<file path="src/rtl/msx_io_pkg.sv">
// Shared types and helpers for the MSX general-purpose port adapters.
// Provides the mouse nibble state type, the port pin width and the saturation functions.
package msx_io_pkg;

   localparam int unsigned MSX_PIN_W = 6;

   typedef enum logic [1:0] {S0, S1, S2, S3} mouse_nib_state_t;

   function automatic logic signed [7:0] sat8(input logic signed [31:0] v);
      if (v > 32'sd127)
         return 8'sh7F;
      else if (v < -32'sd128)
         return 8'sh80;
      else
         return v[7:0];
   endfunction

   // Clamp v to the signed range of a w-bit two's complement value.
   function automatic logic signed [31:0] sat_acc(input logic signed [31:0] v,
                                                  input int unsigned w);
      logic signed [31:0] hi;
      logic signed [31:0] lo;
      hi = (32'sd1 <<< (w - 1)) - 32'sd1;
      lo = -(32'sd1 <<< (w - 1));
      if (v > hi)
         return hi;
      else if (v < lo)
         return lo;
      else
         return v;
   endfunction

endpackage

</file>
<file path="src/rtl/msx_mouse_ser.sv">
// Per-port MSX mouse serialiser: delta accumulation, STR-clocked nibble FSM with timeout,
// and the registered output mux between mouse nibbles and joystick pass-through.
module msx_mouse_ser
   import msx_io_pkg::*;
#(
   parameter int unsigned ACC_W       = 12,
   parameter int unsigned SCALE_SHIFT = 1,
   parameter int unsigned TIMEOUT     = 100000
) (
   input  logic                 clk_i,
   input  logic                 rst_i,
   input  logic                 act_set_i,
   input  logic                 act_clr_i,
   input  logic [8:0]           mouse_x_i,
   input  logic [8:0]           mouse_y_i,
   input  logic [1:0]           mouse_btn_i,
   input  logic [MSX_PIN_W-1:0] joy_n_i,
   input  logic                 str_i,
   output logic [MSX_PIN_W-1:0] port_n_o,
   output logic                 active_o
);

   localparam int unsigned TW = $clog2(TIMEOUT + 1);

   mouse_nib_state_t        state_q, state_d;
   logic                    active_q, active_d;
   logic signed [ACC_W-1:0] acc_x_q, acc_x_d, acc_y_q, acc_y_d;
   logic signed [7:0]       snap_x_q, snap_x_d, snap_y_q, snap_y_d;
   logic [3:0]              nib_q, nib_d;
   logic [TW-1:0]           tmo_q, tmo_d;
   logic                    str_d_q, edge_q;
   logic [MSX_PIN_W-1:0]    port_n_q, port_n_d;

   logic                    acc_en;
   logic signed [31:0]      ax, ay, dx, dy, sub_x, sub_y;
   logic signed [7:0]       sx, sy;

   always_ff @(posedge clk_i) begin
      if (rst_i) begin
         state_q  <= S0;
         active_q <= 1'b0;
         acc_x_q  <= '0;
         acc_y_q  <= '0;
         snap_x_q <= '0;
         snap_y_q <= '0;
         nib_q    <= 4'hF;
         tmo_q    <= '0;
         str_d_q  <= str_i;
         edge_q   <= 1'b0;
         port_n_q <= '1;
      end else begin
         state_q  <= state_d;
         active_q <= active_d;
         acc_x_q  <= acc_x_d;
         acc_y_q  <= acc_y_d;
         snap_x_q <= snap_x_d;
         snap_y_q <= snap_y_d;
         nib_q    <= nib_d;
         tmo_q    <= tmo_d;
         str_d_q  <= str_i;
         edge_q   <= str_i ^ str_d_q;
         port_n_q <= port_n_d;
      end
   end

   always_comb begin
      active_d = active_q;
      if (act_set_i) active_d = 1'b1;
      if (act_clr_i) active_d = 1'b0;
      acc_en = act_set_i & ~act_clr_i;

      ax    = 32'(acc_x_q);
      ay    = 32'(acc_y_q);
      dx    = acc_en ? -(32'($signed(mouse_x_i))) : '0;
      dy    = acc_en ? 32'($signed(mouse_y_i)) : '0;
      sx    = '0;
      sy    = '0;
      sub_x = '0;
      sub_y = '0;

      state_d  = state_q;
      nib_d    = nib_q;
      snap_x_d = snap_x_q;
      snap_y_d = snap_y_q;
      tmo_d    = tmo_q;

      if (edge_q && active_q) begin
         tmo_d = TW'(TIMEOUT);
         unique case (state_q)
            S0: begin
               sx       = sat8(ax >>> SCALE_SHIFT);
               sy       = sat8(ay >>> SCALE_SHIFT);
               snap_x_d = sx;
               snap_y_d = sy;
               sub_x    = 32'(sx) <<< SCALE_SHIFT;
               sub_y    = 32'(sy) <<< SCALE_SHIFT;
               nib_d    = sx[7:4];
               state_d  = S1;
            end
            S1: begin
               nib_d   = snap_x_q[3:0];
               state_d = S2;
            end
            S2: begin
               nib_d   = snap_y_q[7:4];
               state_d = S3;
            end
            S3: begin
               nib_d   = snap_y_q[3:0];
               state_d = S0;
            end
         endcase
      end else if (tmo_q != '0) begin
         tmo_d = tmo_q - TW'(1);
         if (tmo_q == TW'(1)) state_d = S0;
      end

      // Snapshot removal and a coincident delta are folded into one saturating sum.
      acc_x_d = ACC_W'(sat_acc(ax - sub_x + dx, ACC_W));
      acc_y_d = ACC_W'(sat_acc(ay - sub_y + dy, ACC_W));

      if (!active_d) begin
         acc_x_d  = '0;
         acc_y_d  = '0;
         snap_x_d = '0;
         snap_y_d = '0;
         state_d  = S0;
         nib_d    = 4'hF;
         tmo_d    = '0;
      end

      port_n_d = active_d ? {~mouse_btn_i, nib_d} : (joy_n_i | {MSX_PIN_W{str_i}});
   end

   assign port_n_o = port_n_q;
   assign active_o = active_q;

endmodule

</file>
<file path="src/rtl/msx_mouse_port_mux.sv">
// MSX mouse/joystick port adapter: decodes the mouse target port and fans the
// packet out to one serialiser per general-purpose port.
module msx_mouse_port_mux
   import msx_io_pkg::*;
#(
   parameter int unsigned  NUM_PORTS   = 2,
   parameter int unsigned  ACC_W       = 12,
   parameter int unsigned  SCALE_SHIFT = 1,
   parameter int unsigned  TIMEOUT     = 100000,
   localparam int unsigned PSEL_W      = (NUM_PORTS > 1) ? $clog2(NUM_PORTS) : 1
) (
   input  logic                           clk_sys,
   input  logic                           reset,
   input  logic [8:0]                     mouse_x,
   input  logic [8:0]                     mouse_y,
   input  logic [1:0]                     mouse_btn,
   input  logic                           mouse_strobe,
   input  logic [PSEL_W-1:0]              mouse_port,
   input  logic [MSX_PIN_W*NUM_PORTS-1:0] joy_n,
   input  logic [NUM_PORTS-1:0]           msx_str,
   output logic [MSX_PIN_W*NUM_PORTS-1:0] port_n,
   output logic [NUM_PORTS-1:0]           mouse_active
);

   for (genvar p = 0; p < NUM_PORTS; p++) begin : g_port
      logic sel;
      logic joy_used;

      assign sel      = (mouse_port == PSEL_W'(p));
      assign joy_used = ~&joy_n[MSX_PIN_W*p +: MSX_PIN_W];

      msx_mouse_ser #(
         .ACC_W       (ACC_W),
         .SCALE_SHIFT (SCALE_SHIFT),
         .TIMEOUT     (TIMEOUT)
      ) u_ser (
         .clk_i       (clk_sys),
         .rst_i       (reset),
         .act_set_i   (mouse_strobe & sel),
         .act_clr_i   (~sel | joy_used),
         .mouse_x_i   (mouse_x),
         .mouse_y_i   (mouse_y),
         .mouse_btn_i (mouse_btn),
         .joy_n_i     (joy_n[MSX_PIN_W*p +: MSX_PIN_W]),
         .str_i       (msx_str[p]),
         .port_n_o    (port_n[MSX_PIN_W*p +: MSX_PIN_W]),
         .active_o    (mouse_active[p])
      );
   end

endmodule

</file>
<file path="config.mk">
export PLATFORM = sky130hd
export DESIGN_NAME = msx_mouse_port_mux
export DESIGN_NICKNAME = d
export VERILOG_FILES = /design/src/rtl/msx_io_pkg.sv /design/src/rtl/msx_mouse_ser.sv /design/src/rtl/msx_mouse_port_mux.sv
export SDC_FILE = /design/constraint.sdc
export NUM_CORES = 1
export LEC_CHECK = 0
export BUFFER_PORTS_ARGS = -buffer_cell sky130_fd_sc_hd__buf_2
export CAP_MARGIN = 15
export CELL_PAD_IN_SITES_DETAIL_PLACEMENT = 1
export CELL_PAD_IN_SITES_GLOBAL_PLACEMENT = 2
export CORE_AREA = 2 2 199 201
export CTS_CLUSTER_SIZE = 24
export DETAILED_ROUTE_END_ITERATION = 10
export DIE_AREA = 0 0 201 203
export PLACE_DENSITY = 0.78
export SYNTH_ARGS = -nofsm -noshare
export SYNTH_HDL_FRONTEND = slang
export SYNTH_SLANG_ARGS = --single-unit
</file>
<file path="constraint.sdc">
create_clock -name clk_sys -period 6.8 [get_ports clk_sys]
set_clock_uncertainty 0.05 [all_clocks]
set_input_delay 1.02 -clock clk_sys [delete_from_list [all_inputs] [get_ports clk_sys]]
set_output_delay 1.02 -clock clk_sys [all_outputs]
set_load 0.03 [all_outputs]
</file>
==> results of run 1 <==
[sequential cells by signal, indices dropped and copies added (netlist names)]
name                   cells
g_port.u_ser.nib_q         8
g_port.u_ser.snap_y_q     16
g_port.u_ser.edge_q        2
g_port.u_ser.acc_x_q      24
g_port.u_ser.str_d_q       2
g_port.u_ser.active_o      2
g_port.u_ser.tmo_q        34
g_port.u_ser.acc_y_q      24
g_port.u_ser.port_n_o     12
g_port.u_ser.snap_x_q      8
g_port.u_ser.state_q       4
[cell type report]
cell class / instances / area, µm² / area share
Tap cell: 518 / 648 / 0.0431
Clock inverter: 12 / 221 / 0.0147
Inverter: 196 / 736 / 0.0489
Timing Repair Buffer: 108 / 708 / 0.0470
Clock buffer: 20 / 447 / 0.0297
Sequential cell: 136 / 2720 / 0.181
Multi-Input combinational cell: 1293 / 9570 / 0.636
[critical path, stage by stage]
cell and delay [ns]:
sky130_fd_sc_hd__buf_2 0.11, sky130_fd_sc_hd__or4_1 0.63, sky130_fd_sc_hd__nor3_1 0.38, sky130_fd_sc_hd__nand2_1 0.19
sky130_fd_sc_hd__ha_1 0.34, sky130_fd_sc_hd__nor2_1 0.20, sky130_fd_sc_hd__fa_1 0.45, sky130_fd_sc_hd__ha_1 0.36
sky130_fd_sc_hd__a21o_1 0.21, sky130_fd_sc_hd__a31o_1 0.25, sky130_fd_sc_hd__a2111oi_0 0.50, sky130_fd_sc_hd__o21ai_0 0.19
sky130_fd_sc_hd__nand3_1 0.16, sky130_fd_sc_hd__o2111ai_1 0.11, sky130_fd_sc_hd__or4_1 0.46, sky130_fd_sc_hd__a2111o_1 0.33
sky130_fd_sc_hd__o41ai_2 0.34, sky130_fd_sc_hd__buf_4 0.29, sky130_fd_sc_hd__a21oi_1 0.09
[per-stage QoR]
stage | utilization | cells | worst slack, ns | power, mW
6_report | 0.391 | 2283 | 0.441 | 2.18
3_5_place_dp | 0.373 | 2250 | 0.0450 | 1.12
2_1_floorplan | - | 1689 | 0.323 | 1.02
5_1_grt | 0.391 | 2283 | 0.00496 | 2.25
3_3_place_gp | 0.373 | 2250 | 0.140 | 1.12
4_1_cts | 0.391 | 2282 | 0.419 | 2.20
[where the power goes]
group          internal [mW]  leakage, nW  switching, mW  total [mW]
clock                  0.697        0.317          0.371        1.07
combinational          0.122         5.25          0.184       0.306
sequential             0.802         1.10        0.00180       0.804
[metal layers]
layer | vias to the layer above | part of all wire
met3 | 38 | 0.025
met5 | - | 0
met1 | 5996 | 0.48
li1 | 6017 | -
met2 | 125 | 0.48
met4 | 0 | 0.013
[cells in the final DEF, fill, tap and decap left out, drive strengths merged, types with 54 or more instances in the layout]
cell / count
inv: 194
a21oi: 158
nor2: 155
nand2: 137
dfxtp: 136
buf: 108
ha: 103
fa: 80
o21ai: 72
xnor2: 54
[path summary, 6_finish.rpt]
| check | start | endpoint | depth (start not counted) |
|---|---|---|---|
| max reg2reg | g_port[0].u_ser.state_q[0] | g_port[0].u_ser.acc_y_q[2] | 24 |
| min reg2reg | g_port[1].u_ser.snap_x_q[3] | g_port[1].u_ser.snap_x_q[3] | 2 |
| min | g_port[1].u_ser.snap_x_q[3] | g_port[1].u_ser.snap_x_q[3] | 2 |
| max | mouse_x[5] | g_port[1].u_ser.acc_x_q[0] | 19 |
[cell families after synthesis]
logic type                 count (synthesis)
AOI/OAI and AO/OA                        465
xor gates and xnor gates                  81
muxes                                     11
and+or+nand+nor                          553
DFF                                      136
adders and majority gates                183
buffers and inverters                    260
[what timing repair did]
item,in CTS,in global routing
endpoints found under the setup margin,0,8
gates resized for setup,0,1
hold buffers,0,0
==> run_summary.xml, run 1 <==
<?xml version="1.0" encoding="UTF-8"?>
<metrics>
  <group name="yosys">
    <metric name="synth.ff_latch_count" unit="">136</metric>
    <metric name="synth_area_per_cell" unit="µm²">7.88</metric>
    <metric name="ys_types" unit="">89</metric>
    <metric name="area_share_of_fa_ha_maj_cells_after_synthesis" unit="">0.217</metric>
    <metric name="synth.top_cells.by_count" unit="">sky130_fd_sc_hd__inv_1 (193), sky130_fd_sc_hd__nor2_1 (153), sky130_fd_sc_hd__a21oi_1 (143), sky130_fd_sc_hd__dfxtp_1 (136), sky130_fd_sc_hd__nand2_1 (136)</metric>
    <metric name="post_synth_main_area_contributors" unit="">sky130_fd_sc_hd__dfxtp_1 (20%), sky130_fd_sc_hd__fa_1 (12%), sky130_fd_sc_hd__ha_1 (9.7%)</metric>
    <metric name="share_of_cell_area_taken_by_muxes_after_synthesis" unit="">0.00856</metric>
    <metric name="synth-compound-area-share" unit="">0.237</metric>
    <metric name="syn-num-nets" unit="">1910</metric>
    <metric name="synth_top_family_by_area" unit="">compound AO/OA/AOI/OAI gates</metric>
    <metric name="yosysTopAreaCellShare" unit="">0.205</metric>
    <metric name="synth.yosys.warnings" unit="">0</metric>
    <metric name="postSynthCellCount" unit="">1689</metric>
    <metric name="synth.most_common_cell" unit="">sky130_fd_sc_hd__inv_1</metric>
    <metric name="synth_area_leader_cell" unit="">sky130_fd_sc_hd__dfxtp_1</metric>
    <metric name="synth-edff-count" unit="">0</metric>
    <metric name="synth.yosys.seq_area_share" unit="">0.205</metric>
    <metric name="asyncSetResetFlopFracSynth" unit="">0</metric>
    <metric name="synth_xor_area_frac" unit="">0.0533</metric>
    <metric name="synthesis.area" unit="mm²">0.0133</metric>
    <metric name="synthSimpleGateAreaFrac" unit="">0.203</metric>
    <metric name="most_used_dff_post_synth" unit="">sky130_fd_sc_hd__dfxtp_1</metric>
  </group>
  <group name="grt">
    <metric name="grt_overflow_total" unit="">0</metric>
    <metric name="grt_first_pass_wirelength" unit="µm">67900</metric>
    <metric name="first_global_vias" unit="">12900</metric>
    <metric name="overall_fraction_of_global_route_tracks_in_use" unit="">0.205</metric>
    <metric name="grt_use_met1" unit="">0.268</metric>
    <metric name="grt_util_met2" unit="">0.360</metric>
    <metric name="maximum_number_of_pins_on_one_net_before_global_route_repair" unit="">35</metric>
    <metric name="grt_use_met3" unit="">0.0260</metric>
    <metric name="antenna_found_initial" unit="">1</metric>
    <metric name="busiest_layer" unit="">met2</metric>
  </group>
  <group name="layout">
    <metric name="finish.instance_area" unit="mm²">0.0151</metric>
    <metric name="antenna-diode-count" unit="">0</metric>
    <metric name="post_route_cells_drive_above_1_share" unit="">0.113</metric>
    <metric name="fill_cells" unit="">4727</metric>
    <metric name="final_net_count" unit="">1973</metric>
    <metric name="area.growth.synth_to_final" unit="%">13.1</metric>
  </group>
  <group name="clocking">
    <metric name="clock_insertion_delay_worst_skew" unit="ns">0.43</metric>
    <metric name="tritoncts" unit="">done</metric>
    <metric name="htree_levels" unit="">4</metric>
    <metric name="cts_num_sinks" unit="">136</metric>
    <metric name="post-cts-setup-buffer-count" unit="">0</metric>
    <metric name="cts.path.max_buffers" unit="">2</metric>
    <metric name="clock_tree.root_cell" unit="">sky130_fd_sc_hd__clkbuf_16</metric>
    <metric name="clk_pin_slew_worst_paths" unit="ns">0.06</metric>
    <metric name="cts-buffers-inserted" unit="">17</metric>
  </group>
  <group name="setup_path">
    <metric name="worst-path-max-fanout" unit="">11</metric>
    <metric name="worstSetupStartpointType" unit="">input port</metric>
    <metric name="critPathArrivalTime" unit="ns">6.63</metric>
    <metric name="timing_worst_setup_path_type" unit="">in2reg</metric>
    <metric name="crit_required" unit="ns">7.07</metric>
    <metric name="worstSetupEndpointType" unit="">flip-flop</metric>
    <metric name="ff2ff_setup_slack" unit="ns">0.67</metric>
  </group>
  <group name="timing">
    <metric name="finalMaxSlewViolations" unit="">0</metric>
    <metric name="number_of_hold_slack_violations_in_the_final_timing_report" unit="">0</metric>
    <metric name="highest_clock_rate" unit="MHz">157</metric>
    <metric name="timing_worst_slew_pin_value" unit="ns">1.09</metric>
    <metric name="report.final.setup_viol" unit="">0</metric>
    <metric name="final_period_utilization" unit="">0.935</metric>
    <metric name="finalHoldWorstSlack" unit="ns">0.415</metric>
    <metric name="grt_setup_unrepaired" unit="">no</metric>
    <metric name="period_minus_slack" unit="ns">6.36</metric>
    <metric name="finalSetupTns" unit="ns">0</metric>
    <metric name="worst_slew_margin_rel" unit="">0.272</metric>
  </group>
  <group name="placement">
    <metric name="postPlaceCellArea" unit="mm²">0.0144</metric>
    <metric name="place.detailed.hpwl" unit="µm">33300</metric>
    <metric name="gpl.final_weighted_congestion" unit="">0.949</metric>
    <metric name="placement.io_buffers" unit="">51</metric>
  </group>
  <group name="power_and_ir_drop">
    <metric name="power-per-cell-area" unit="mW/mm²">145</metric>
    <metric name="p_leak" unit="nW">6.67</metric>
    <metric name="peakVddDrop" unit="V">0.000125</metric>
  </group>
  <group name="die">
    <metric name="ios" unit="">52</metric>
    <metric name="initial_core_util" unit="">0.346</metric>
    <metric name="die_y" unit="µm">203</metric>
    <metric name="design.die.area" unit="mm²">0.0408</metric>
    <metric name="fp-row-count" unit="">72</metric>
    <metric name="coreArea" unit="mm²">0.0385</metric>
    <metric name="chipWidth" unit="µm">201</metric>
  </group>
  <group name="routing">
    <metric name="routed_wl" unit="µm">40400</metric>
    <metric name="detail-route-antenna-nets" unit="">0</metric>
    <metric name="detail_route.iter0.violations" unit="">582</metric>
    <metric name="drt-vias-per-instance" unit="">5.33</metric>
    <metric name="detail_route.wl_per_cell" unit="µm">17.7</metric>
    <metric name="detailedRoute.firstPassIterationCount" unit="">5</metric>
    <metric name="vias" unit="">12200</metric>
    <metric name="remaining_drc_errors" unit="">0</metric>
  </group>
  <group name="job">
    <metric name="drv_cap" unit="">0</metric>
  </group>
  <group name="min_path">
    <metric name="worst_hold_class" unit="">reg2reg</metric>
  </group>
  <group name="run_status">
    <metric name="result_of_the_run" unit="">finished clean</metric>
  </group>
</metrics>
(Power assumes the default switching activity.)
==> inputs of run 2 (changes only) <==
Settings changed: GPL_TIMING_DRIVEN set to 0, REMOVE_ABC_BUFFERS set to 1, SKIP_CTS_REPAIR_TIMING set to 1.
==> run 2 against run 1 <==
Net effect: routed wire length down 3.7%; sequential power about the same; first-iteration DRC count down 5.3%; clock power down 22%; global-route usage down 1.1 points; sequential cell count unchanged; register-to-register slack worse by 0.16 ns; critical path type unchanged; largest cell class unchanged.
==> run_summary.xml, run 2 (synthesized netlist as in run 1, its figures left out) <==
<?xml version="1.0" encoding="UTF-8"?>
<metrics>
  <group name="placement">
    <metric name="dp_worst_setup_slack" unit="ns">-1.17</metric>
    <metric name="gpl.final_weighted_congestion" unit="">0.865</metric>
    <metric name="place.detailed.hpwl" unit="µm">31400</metric>
    <metric name="placement.io_buffers" unit="">51</metric>
  </group>
  <group name="clocking">
    <metric name="htree_levels" unit="">4</metric>
    <metric name="cts-buffers-inserted" unit="">17</metric>
    <metric name="clock_insertion_delay_worst_skew" unit="ns">0.43</metric>
    <metric name="cts_num_sinks" unit="">136</metric>
    <metric name="clk_pin_slew_worst_paths" unit="ns">0.05</metric>
    <metric name="cts.path.max_buffers" unit="">2</metric>
    <metric name="clock_tree.root_cell" unit="">sky130_fd_sc_hd__clkbuf_16</metric>
    <metric name="tritoncts" unit="">done</metric>
  </group>
  <group name="power_and_ir_drop">
    <metric name="p_int" unit="mW">1.42</metric>
    <metric name="sw_frac_of_total" unit="">0.271</metric>
    <metric name="logic_pwr_share" unit="">0.157</metric>
    <metric name="peakVddDrop" unit="V">0.000148</metric>
    <metric name="seq_power_share" unit="">0.414</metric>
    <metric name="totalPowerFinal" unit="mW">1.94</metric>
    <metric name="clockPowerShare" unit="">0.428</metric>
    <metric name="p_leak" unit="nW">6.41</metric>
    <metric name="power-per-cell-area" unit="mW/mm²">132</metric>
    <metric name="total_switching_power" unit="mW">0.525</metric>
  </group>
  <group name="grt">
    <metric name="grt_use_met1" unit="">0.265</metric>
    <metric name="grt_util_met2" unit="">0.326</metric>
    <metric name="grt_use_met3" unit="">0.0279</metric>
    <metric name="grt_first_pass_wirelength" unit="µm">64500</metric>
    <metric name="overall_fraction_of_global_route_tracks_in_use" unit="">0.194</metric>
    <metric name="busiest_layer" unit="">met2</metric>
    <metric name="antenna_found_initial" unit="">0</metric>
    <metric name="first_global_vias" unit="">12500</metric>
    <metric name="grt_overflow_total" unit="">0</metric>
    <metric name="maximum_number_of_pins_on_one_net_before_global_route_repair" unit="">35</metric>
  </group>
  <group name="routing">
    <metric name="routed_wl" unit="µm">39000</metric>
    <metric name="drt-vias-per-instance" unit="">5.38</metric>
    <metric name="detail_route.iter0.violations" unit="">551</metric>
    <metric name="remaining_drc_errors" unit="">0</metric>
    <metric name="vias" unit="">12000</metric>
    <metric name="detailedRoute.firstPassIterationCount" unit="">5</metric>
    <metric name="detail_route.wl_per_cell" unit="µm">17.4</metric>
    <metric name="detail-route-antenna-nets" unit="">0</metric>
  </group>
  <group name="timing">
    <metric name="grt_setup_unrepaired" unit="">no</metric>
    <metric name="finalMaxSlewViolations" unit="">0</metric>
    <metric name="final_period_utilization" unit="">0.948</metric>
    <metric name="highest_clock_rate" unit="MHz">155</metric>
    <metric name="postLayoutSetupSlackWorst" unit="ns">0.353</metric>
    <metric name="number_of_hold_slack_violations_in_the_final_timing_report" unit="">0</metric>
    <metric name="period_minus_slack" unit="ns">6.45</metric>
    <metric name="worst_slew_margin_rel" unit="">0.304</metric>
    <metric name="report.final.setup_viol" unit="">0</metric>
    <metric name="timing_worst_slew_pin_value" unit="ns">1.04</metric>
  </group>
  <group name="setup_path">
    <metric name="crit_required" unit="ns">7.06</metric>
    <metric name="worstSetupEndpointType" unit="">flip-flop</metric>
    <metric name="critPathArrivalTime" unit="ns">6.71</metric>
    <metric name="worst-path-max-fanout" unit="">11</metric>
    <metric name="worstSetupStartpointType" unit="">input port</metric>
    <metric name="timing_worst_setup_path_type" unit="">in2reg</metric>
  </group>
  <group name="min_path">
    <metric name="worst_hold_class" unit="">reg2reg</metric>
  </group>
  <group name="layout">
    <metric name="regMostFlops" unit="">g_port.u_ser.tmo_q</metric>
    <metric name="largest_reg_flops" unit="">34</metric>
    <metric name="biggest_regs" unit="">g_port.u_ser.tmo_q (34), g_port.u_ser.acc_x_q (24), g_port.u_ser.acc_y_q (24)</metric>
    <metric name="area.growth.synth_to_final" unit="%">10.5</metric>
    <metric name="post_route_cells_drive_above_1_share" unit="">0.101</metric>
    <metric name="postLayoutCoreUtil" unit="">0.382</metric>
    <metric name="final_net_count" unit="">1926</metric>
    <metric name="layout_commonest_cell" unit="">sky130_fd_sc_hd__inv_1</metric>
    <metric name="layout_common_cells" unit="">sky130_fd_sc_hd__inv_1 (193), sky130_fd_sc_hd__nor2_1 (151), sky130_fd_sc_hd__a21oi_1 (139), sky130_fd_sc_hd__dfxtp_1 (136), sky130_fd_sc_hd__nand2_1 (133)</metric>
    <metric name="antenna-diode-count" unit="">0</metric>
  </group>
  <group name="die">
    <metric name="coreArea" unit="mm²">0.0385</metric>
    <metric name="design.die.area" unit="mm²">0.0408</metric>
    <metric name="ios" unit="">52</metric>
    <metric name="die_y" unit="µm">203</metric>
    <metric name="chipWidth" unit="µm">201</metric>
    <metric name="fp-row-count" unit="">72</metric>
    <metric name="initial_core_util" unit="">0.346</metric>
  </group>
  <group name="run_status">
    <metric name="result_of_the_run" unit="">finished clean</metric>
  </group>
  <group name="job">
    <metric name="drv_cap" unit="">0</metric>
  </group>
</metrics>
[run 2: cell types whose count changed in the layout (fill, tap and decap cells not counted), moves of 3 or more]
cell / delta
sky130_fd_sc_hd__and2_2: +3
sky130_fd_sc_hd__clkbuf_8: +3
sky130_fd_sc_hd__bufinv_16: -6
sky130_fd_sc_hd__and2_1: -3
sky130_fd_sc_hd__nand2_1: -3
sky130_fd_sc_hd__nand2_2: +3
sky130_fd_sc_hd__clkinvlp_4: -3
sky130_fd_sc_hd__a21oi_1: -4
sky130_fd_sc_hd__buf_4: -52
[run 2: path summary, 6_finish.rpt]
check / slack, ns / end / startpoint / depth (start not counted)
max: 0.35 / g_port[0].u_ser.acc_x_q[6] / mouse_x[5] / 20
min: 0.41 / g_port[0].u_ser.snap_y_q[3] / g_port[0].u_ser.snap_y_q[3] / 2
max reg2reg: 0.51 / g_port[0].u_ser.acc_y_q[3] / g_port[0].u_ser.active_o / 22
min reg2reg: 0.41 / g_port[0].u_ser.snap_y_q[3] / g_port[0].u_ser.snap_y_q[3] / 2
[run 2: power groups by stage]
stage	Clock (mW)	Combinational, mW	Sequential [mW]
6_report	0.831	0.305	0.804
5_1_grt	0.889	0.334	0.804
4_1_cts	0.854	0.297	0.804
3_5_place_dp	0	0.295	0.822
3_3_place_gp	0	0.279	0.821
2_1_floorplan	0	0.188	0.827
[run 2: worst max-delay path, cell delays in order]
cell,delay [ns]
sky130_fd_sc_hd__buf_2,0.11
sky130_fd_sc_hd__or4_1,0.60
sky130_fd_sc_hd__nor4_2,0.25
sky130_fd_sc_hd__nor2b_4,0.30
sky130_fd_sc_hd__nand2_1,0.08
sky130_fd_sc_hd__ha_1,0.30
sky130_fd_sc_hd__nand2b_1,0.19
sky130_fd_sc_hd__fa_1,0.49
sky130_fd_sc_hd__inv_1,0.04
sky130_fd_sc_hd__ha_1,0.42
sky130_fd_sc_hd__nand4_1,0.29
sky130_fd_sc_hd__or3_1,0.44
sky130_fd_sc_hd__a211oi_2,0.36
sky130_fd_sc_hd__o22ai_1,0.21
sky130_fd_sc_hd__mux2i_1,0.16
sky130_fd_sc_hd__a311oi_1,0.25
sky130_fd_sc_hd__and4_1,0.25
sky130_fd_sc_hd__nand4_1,0.16
sky130_fd_sc_hd__o311a_1,0.49
sky130_fd_sc_hd__a31o_2,0.28
[run 2: area by class of cell]
class,count,area [µm²]
well taps,518,648
clock inverters,4,20.0
inverters,196,736
fillers,4690,23800
multi-input cells,1295,9750
clock buffers,25,495
flip-flops and latches,136,2720
repair buffers,59,334
[run 2: per-layer routing]
layer / vias up / share of wire
met4: 0 / 0.0094
met3: 24 / 0.031
met1: 5901 / 0.50
met2: 173 / 0.46
li1: 5916 / -
met5: - / 0
[run 2: metrics by stage]
step	instance area, µm²	setup TNS [ns]	hold WS (ns)	instances
5_1_grt	14700	0	0.448	2233
3_3_place_gp	13900	-43.41	0.404	2194
4_1_cts	14500	-20.87	0.417	2226
2_1_floorplan	13000	0	0.386	1625
6_report	14700	0	0.414	2233
3_5_place_dp	14000	-39.50	0.406	2197
==> inputs of run 3 (changes only) <==
Settings changed: CORE_AREA 2 2 199 201 to 2 2 138 241, DIE_AREA 0 0 201 203 to 0 0 140 243, PLACE_DENSITY 0.78 to 0.88.
Clock period 6.8 ns to 7.5 ns, I/O delays scaled along.
==> run 3 against run 2 <==
Net effect: the run now ends with DRC left; clock power rose by 0.8%; utilization up 6.8 points; cell count decreased by 5.4%; worst hold slack lost 0.00063 ns; combinational power shrank 11%; critical path depth grew 4; sequential power is 9.3% lower; non-clock buffer count down 3; highest routed layer unchanged.
==> run_summary.xml, run 3 (synthesized netlist as in run 1, its figures left out) <==
<?xml version="1.0" encoding="UTF-8"?>
<metrics>
  <group name="timing">
    <metric name="timing_worst_slew_pin_value" unit="ns">1.14</metric>
    <metric name="grt_setup_unrepaired" unit="">no</metric>
    <metric name="period_minus_slack" unit="ns">6.94</metric>
    <metric name="worst_slew_margin_rel" unit="">0.239</metric>
    <metric name="final_period_utilization" unit="">0.925</metric>
    <metric name="report.final.setup_viol" unit="">0</metric>
    <metric name="number_of_hold_slack_violations_in_the_final_timing_report" unit="">0</metric>
    <metric name="finalMaxSlewViolations" unit="">0</metric>
    <metric name="highest_clock_rate" unit="MHz">144</metric>
    <metric name="postLayoutSetupSlackWorst" unit="ns">0.563</metric>
  </group>
  <group name="placement">
    <metric name="dp_worst_setup_slack" unit="ns">-0.484</metric>
    <metric name="gpl.final_weighted_congestion" unit="">0.927</metric>
    <metric name="place.detailed.hpwl" unit="µm">32300</metric>
    <metric name="placement.io_buffers" unit="">51</metric>
    <metric name="place.detailed.instances" unit="">2079</metric>
    <metric name="postPlaceCellArea" unit="mm²">0.0138</metric>
  </group>
  <group name="setup_path">
    <metric name="ff2ff_setup_slack" unit="ns">0.79</metric>
    <metric name="crit_path_max_incr_delay" unit="ns">0.64</metric>
    <metric name="cp_num_cells" unit="">24</metric>
    <metric name="cell_family_with_most_cp_delay" unit="">simple AND/OR/NAND/NOR gates</metric>
    <metric name="crit_path_cell_trace" unit="">buf_2, nand3b_1, nor2_1, and2_4, nand2_1, fa_1, inv_1, ha_1, a21oi_1, o21ai_0, a21oi_1, o211ai_1, a41oi_1, nor2_1, o21ai_0, nand2b_1, fa_1, or4b_2, nor3_1, nand2_1, nor2_1, o31ai_1, nand2_1, a221oi_1</metric>
    <metric name="reg2reg_to" unit="">g_port[0].u_ser.acc_y_q[4]</metric>
    <metric name="worstSetupStartpointType" unit="">input port</metric>
    <metric name="worst-path-max-fanout" unit="">26</metric>
    <metric name="critical_path.startpoint" unit="">mouse_port</metric>
    <metric name="worstSetupEndpointType" unit="">flip-flop</metric>
    <metric name="timing.reg2reg.worst_path_depth" unit="">23</metric>
    <metric name="timing.critical_path.to" unit="">g_port[0].u_ser.acc_y_q[4]</metric>
    <metric name="number_of_buffer_and_inverter_stages_on_the_critical_path" unit="">2</metric>
    <metric name="critical_path.slowest_cell" unit="">sky130_fd_sc_hd__or4b_2</metric>
    <metric name="regToRegStartpoint" unit="">g_port[0].u_ser.active_o</metric>
    <metric name="crit_required" unit="ns">7.71</metric>
    <metric name="critPathArrivalTime" unit="ns">7.15</metric>
    <metric name="timing_worst_setup_path_type" unit="">in2reg</metric>
  </group>
  <group name="run_status">
    <metric name="violated_checks" unit="">DRC</metric>
    <metric name="result_of_the_run" unit="">finished, violations left</metric>
  </group>
  <group name="clocking">
    <metric name="clk_pin_slew_worst_paths" unit="ns">0.06</metric>
    <metric name="htree_levels" unit="">4</metric>
    <metric name="clock_tree.root_cell" unit="">sky130_fd_sc_hd__clkbuf_16</metric>
    <metric name="tritoncts" unit="">done</metric>
    <metric name="cts.path.max_buffers" unit="">2</metric>
    <metric name="cts_num_sinks" unit="">136</metric>
    <metric name="cts-buffers-inserted" unit="">17</metric>
    <metric name="clock_insertion_delay_worst_skew" unit="ns">0.43</metric>
  </group>
  <group name="layout">
    <metric name="regMostFlops" unit="">g_port.u_ser.tmo_q</metric>
    <metric name="post_route_cells_drive_above_1_share" unit="">0.0887</metric>
    <metric name="non_filler_instances" unit="">2113</metric>
    <metric name="area.sequential" unit="mm²">0.00272</metric>
    <metric name="finish.instance_area" unit="mm²">0.0145</metric>
    <metric name="area.growth.synth_to_final" unit="%">8.75</metric>
    <metric name="layout_common_cells" unit="">sky130_fd_sc_hd__inv_1 (193), sky130_fd_sc_hd__nor2_1 (153), sky130_fd_sc_hd__a21oi_1 (141), sky130_fd_sc_hd__dfxtp_1 (136), sky130_fd_sc_hd__nand2_1 (135)</metric>
    <metric name="final_net_count" unit="">1921</metric>
    <metric name="largest_reg_flops" unit="">34</metric>
    <metric name="layout_commonest_cell" unit="">sky130_fd_sc_hd__inv_1</metric>
    <metric name="antenna-diode-count" unit="">0</metric>
    <metric name="biggest_regs" unit="">g_port.u_ser.tmo_q (34), g_port.u_ser.acc_x_q (24), g_port.u_ser.acc_y_q (24)</metric>
    <metric name="fill_cells" unit="">3978</metric>
    <metric name="multi_input_comb_area" unit="mm²">0.00960</metric>
    <metric name="postLayoutCoreUtil" unit="">0.451</metric>
  </group>
  <group name="die">
    <metric name="design.die.area" unit="mm²">0.0340</metric>
    <metric name="chipWidth" unit="µm">140</metric>
    <metric name="coreArea" unit="mm²">0.0321</metric>
    <metric name="fp-row-count" unit="">87</metric>
    <metric name="initial_core_util" unit="">0.414</metric>
    <metric name="die_y" unit="µm">243</metric>
    <metric name="ios" unit="">52</metric>
  </group>
  <group name="power_and_ir_drop">
    <metric name="p_leak" unit="nW">6.40</metric>
    <metric name="p_int" unit="mW">1.36</metric>
    <metric name="logic_pwr_share" unit="">0.148</metric>
    <metric name="clockPowerShare" unit="">0.456</metric>
    <metric name="total_switching_power" unit="mW">0.479</metric>
    <metric name="peakVddDrop" unit="V">0.000164</metric>
    <metric name="seq_power_share" unit="">0.396</metric>
    <metric name="power-per-cell-area" unit="mW/mm²">127</metric>
    <metric name="sw_frac_of_total" unit="">0.261</metric>
  </group>
  <group name="routing">
    <metric name="vias" unit="">12100</metric>
    <metric name="detail_route.wl_per_cell" unit="µm">18.6</metric>
    <metric name="detailedRoute.firstPassIterationCount" unit="">9</metric>
    <metric name="detail-route-antenna-nets" unit="">0</metric>
    <metric name="drt-vias-per-instance" unit="">5.72</metric>
    <metric name="detail_route.iter0.violations" unit="">478</metric>
    <metric name="remaining_drc_errors" unit="">10</metric>
    <metric name="routed_wl" unit="µm">39400</metric>
  </group>
  <group name="grt">
    <metric name="first_global_vias" unit="">13200</metric>
    <metric name="antenna_found_initial" unit="">0</metric>
    <metric name="overall_fraction_of_global_route_tracks_in_use" unit="">0.236</metric>
    <metric name="grt_first_pass_wirelength" unit="µm">65000</metric>
    <metric name="maximum_number_of_pins_on_one_net_before_global_route_repair" unit="">35</metric>
    <metric name="grt_overflow_total" unit="">0</metric>
  </group>
  <group name="job">
    <metric name="drv_cap" unit="">0</metric>
  </group>
  <group name="min_path">
    <metric name="worst_hold_class" unit="">reg2reg</metric>
  </group>
</metrics>
run 3: cell types whose count changed in the layout (fill, tap and decap cells not counted), sizes merged:
| cell | previous run | this run |
|---|---|---|
| and2 | 22 | 20 |
| buf | 58 | 56 |
| bufinv | 0 | 2 |
| clkbuf | 26 | 25 |
| clkinvlp | 0 | 1 |
run 3: area by class of cell:
| class | instances | area share |
|---|---|---|
| multi-input cells | 1293 | 0.664 |
| flip-flops and latches | 136 | 0.188 |
| inverters | 196 | 0.0508 |
| well taps | 400 | 0.0346 |
| clock buffers | 25 | 0.0342 |
| repair buffers | 56 | 0.0224 |
| clock inverters | 7 | 0.00631 |
run 3: metal layers:
layer	vias up	routed length [µm]	track usage
li1	5902	-	-
met1	5908	14900	0.242
met2	191	21800	0.468
met3	87	877	0.0251
met4	0	1760	0.109
met5	-	0	0
run 3: worst min path at each step:
| stage | startpoint | cells after the start | endpoint |
|---|---|---|---|
| 3_3_place_gp | g_port[0].u_ser.snap_y_q[6] | 2 | g_port[0].u_ser.snap_y_q[6] |
| 6_report | g_port[0].u_ser.snap_y_q[6] | 2 | g_port[0].u_ser.snap_y_q[6] |
| 5_1_grt | g_port[0].u_ser.snap_x_q[3] | 2 | g_port[0].u_ser.snap_x_q[3] |
| 4_1_cts | g_port[0].u_ser.snap_y_q[6] | 2 | g_port[0].u_ser.snap_y_q[6] |
| 3_5_place_dp | g_port[0].u_ser.snap_y_q[6] | 2 | g_port[0].u_ser.snap_y_q[6] |
| 2_1_floorplan | g_port[1].u_ser.snap_y_q[7] | 2 | g_port[1].u_ser.snap_y_q[7] |
run 3: metrics by stage:
step           power, mW  hold slack, ns  setup TNS (ns)
3_3_place_gp       0.993           0.395          -13.59
6_report            1.84           0.413               0
5_1_grt             1.91           0.440               0
4_1_cts             1.84           0.416          -0.416
2_1_floorplan      0.920           0.386               0
3_5_place_dp        1.00           0.406           -8.73
run 3: worst reg2reg max path, delay by kind of cell (launching register included):
kind            cells  cell delay, ns
fa+ha+maj           3            1.13
buf+inv             1            0.07
simple gates        9            2.39
flops               1            0.39
compound gates     10            2.53
run 3: power groups by stage:
stage | clock, mW | sequential, mW | combinational, mW
floorplan | 0 | 0.750 | 0.170
global placement | 0 | 0.744 | 0.248
detailed placement | 0 | 0.745 | 0.260
CTS | 0.853 | 0.729 | 0.261
global route | 0.881 | 0.729 | 0.297
finish | 0.838 | 0.729 | 0.272
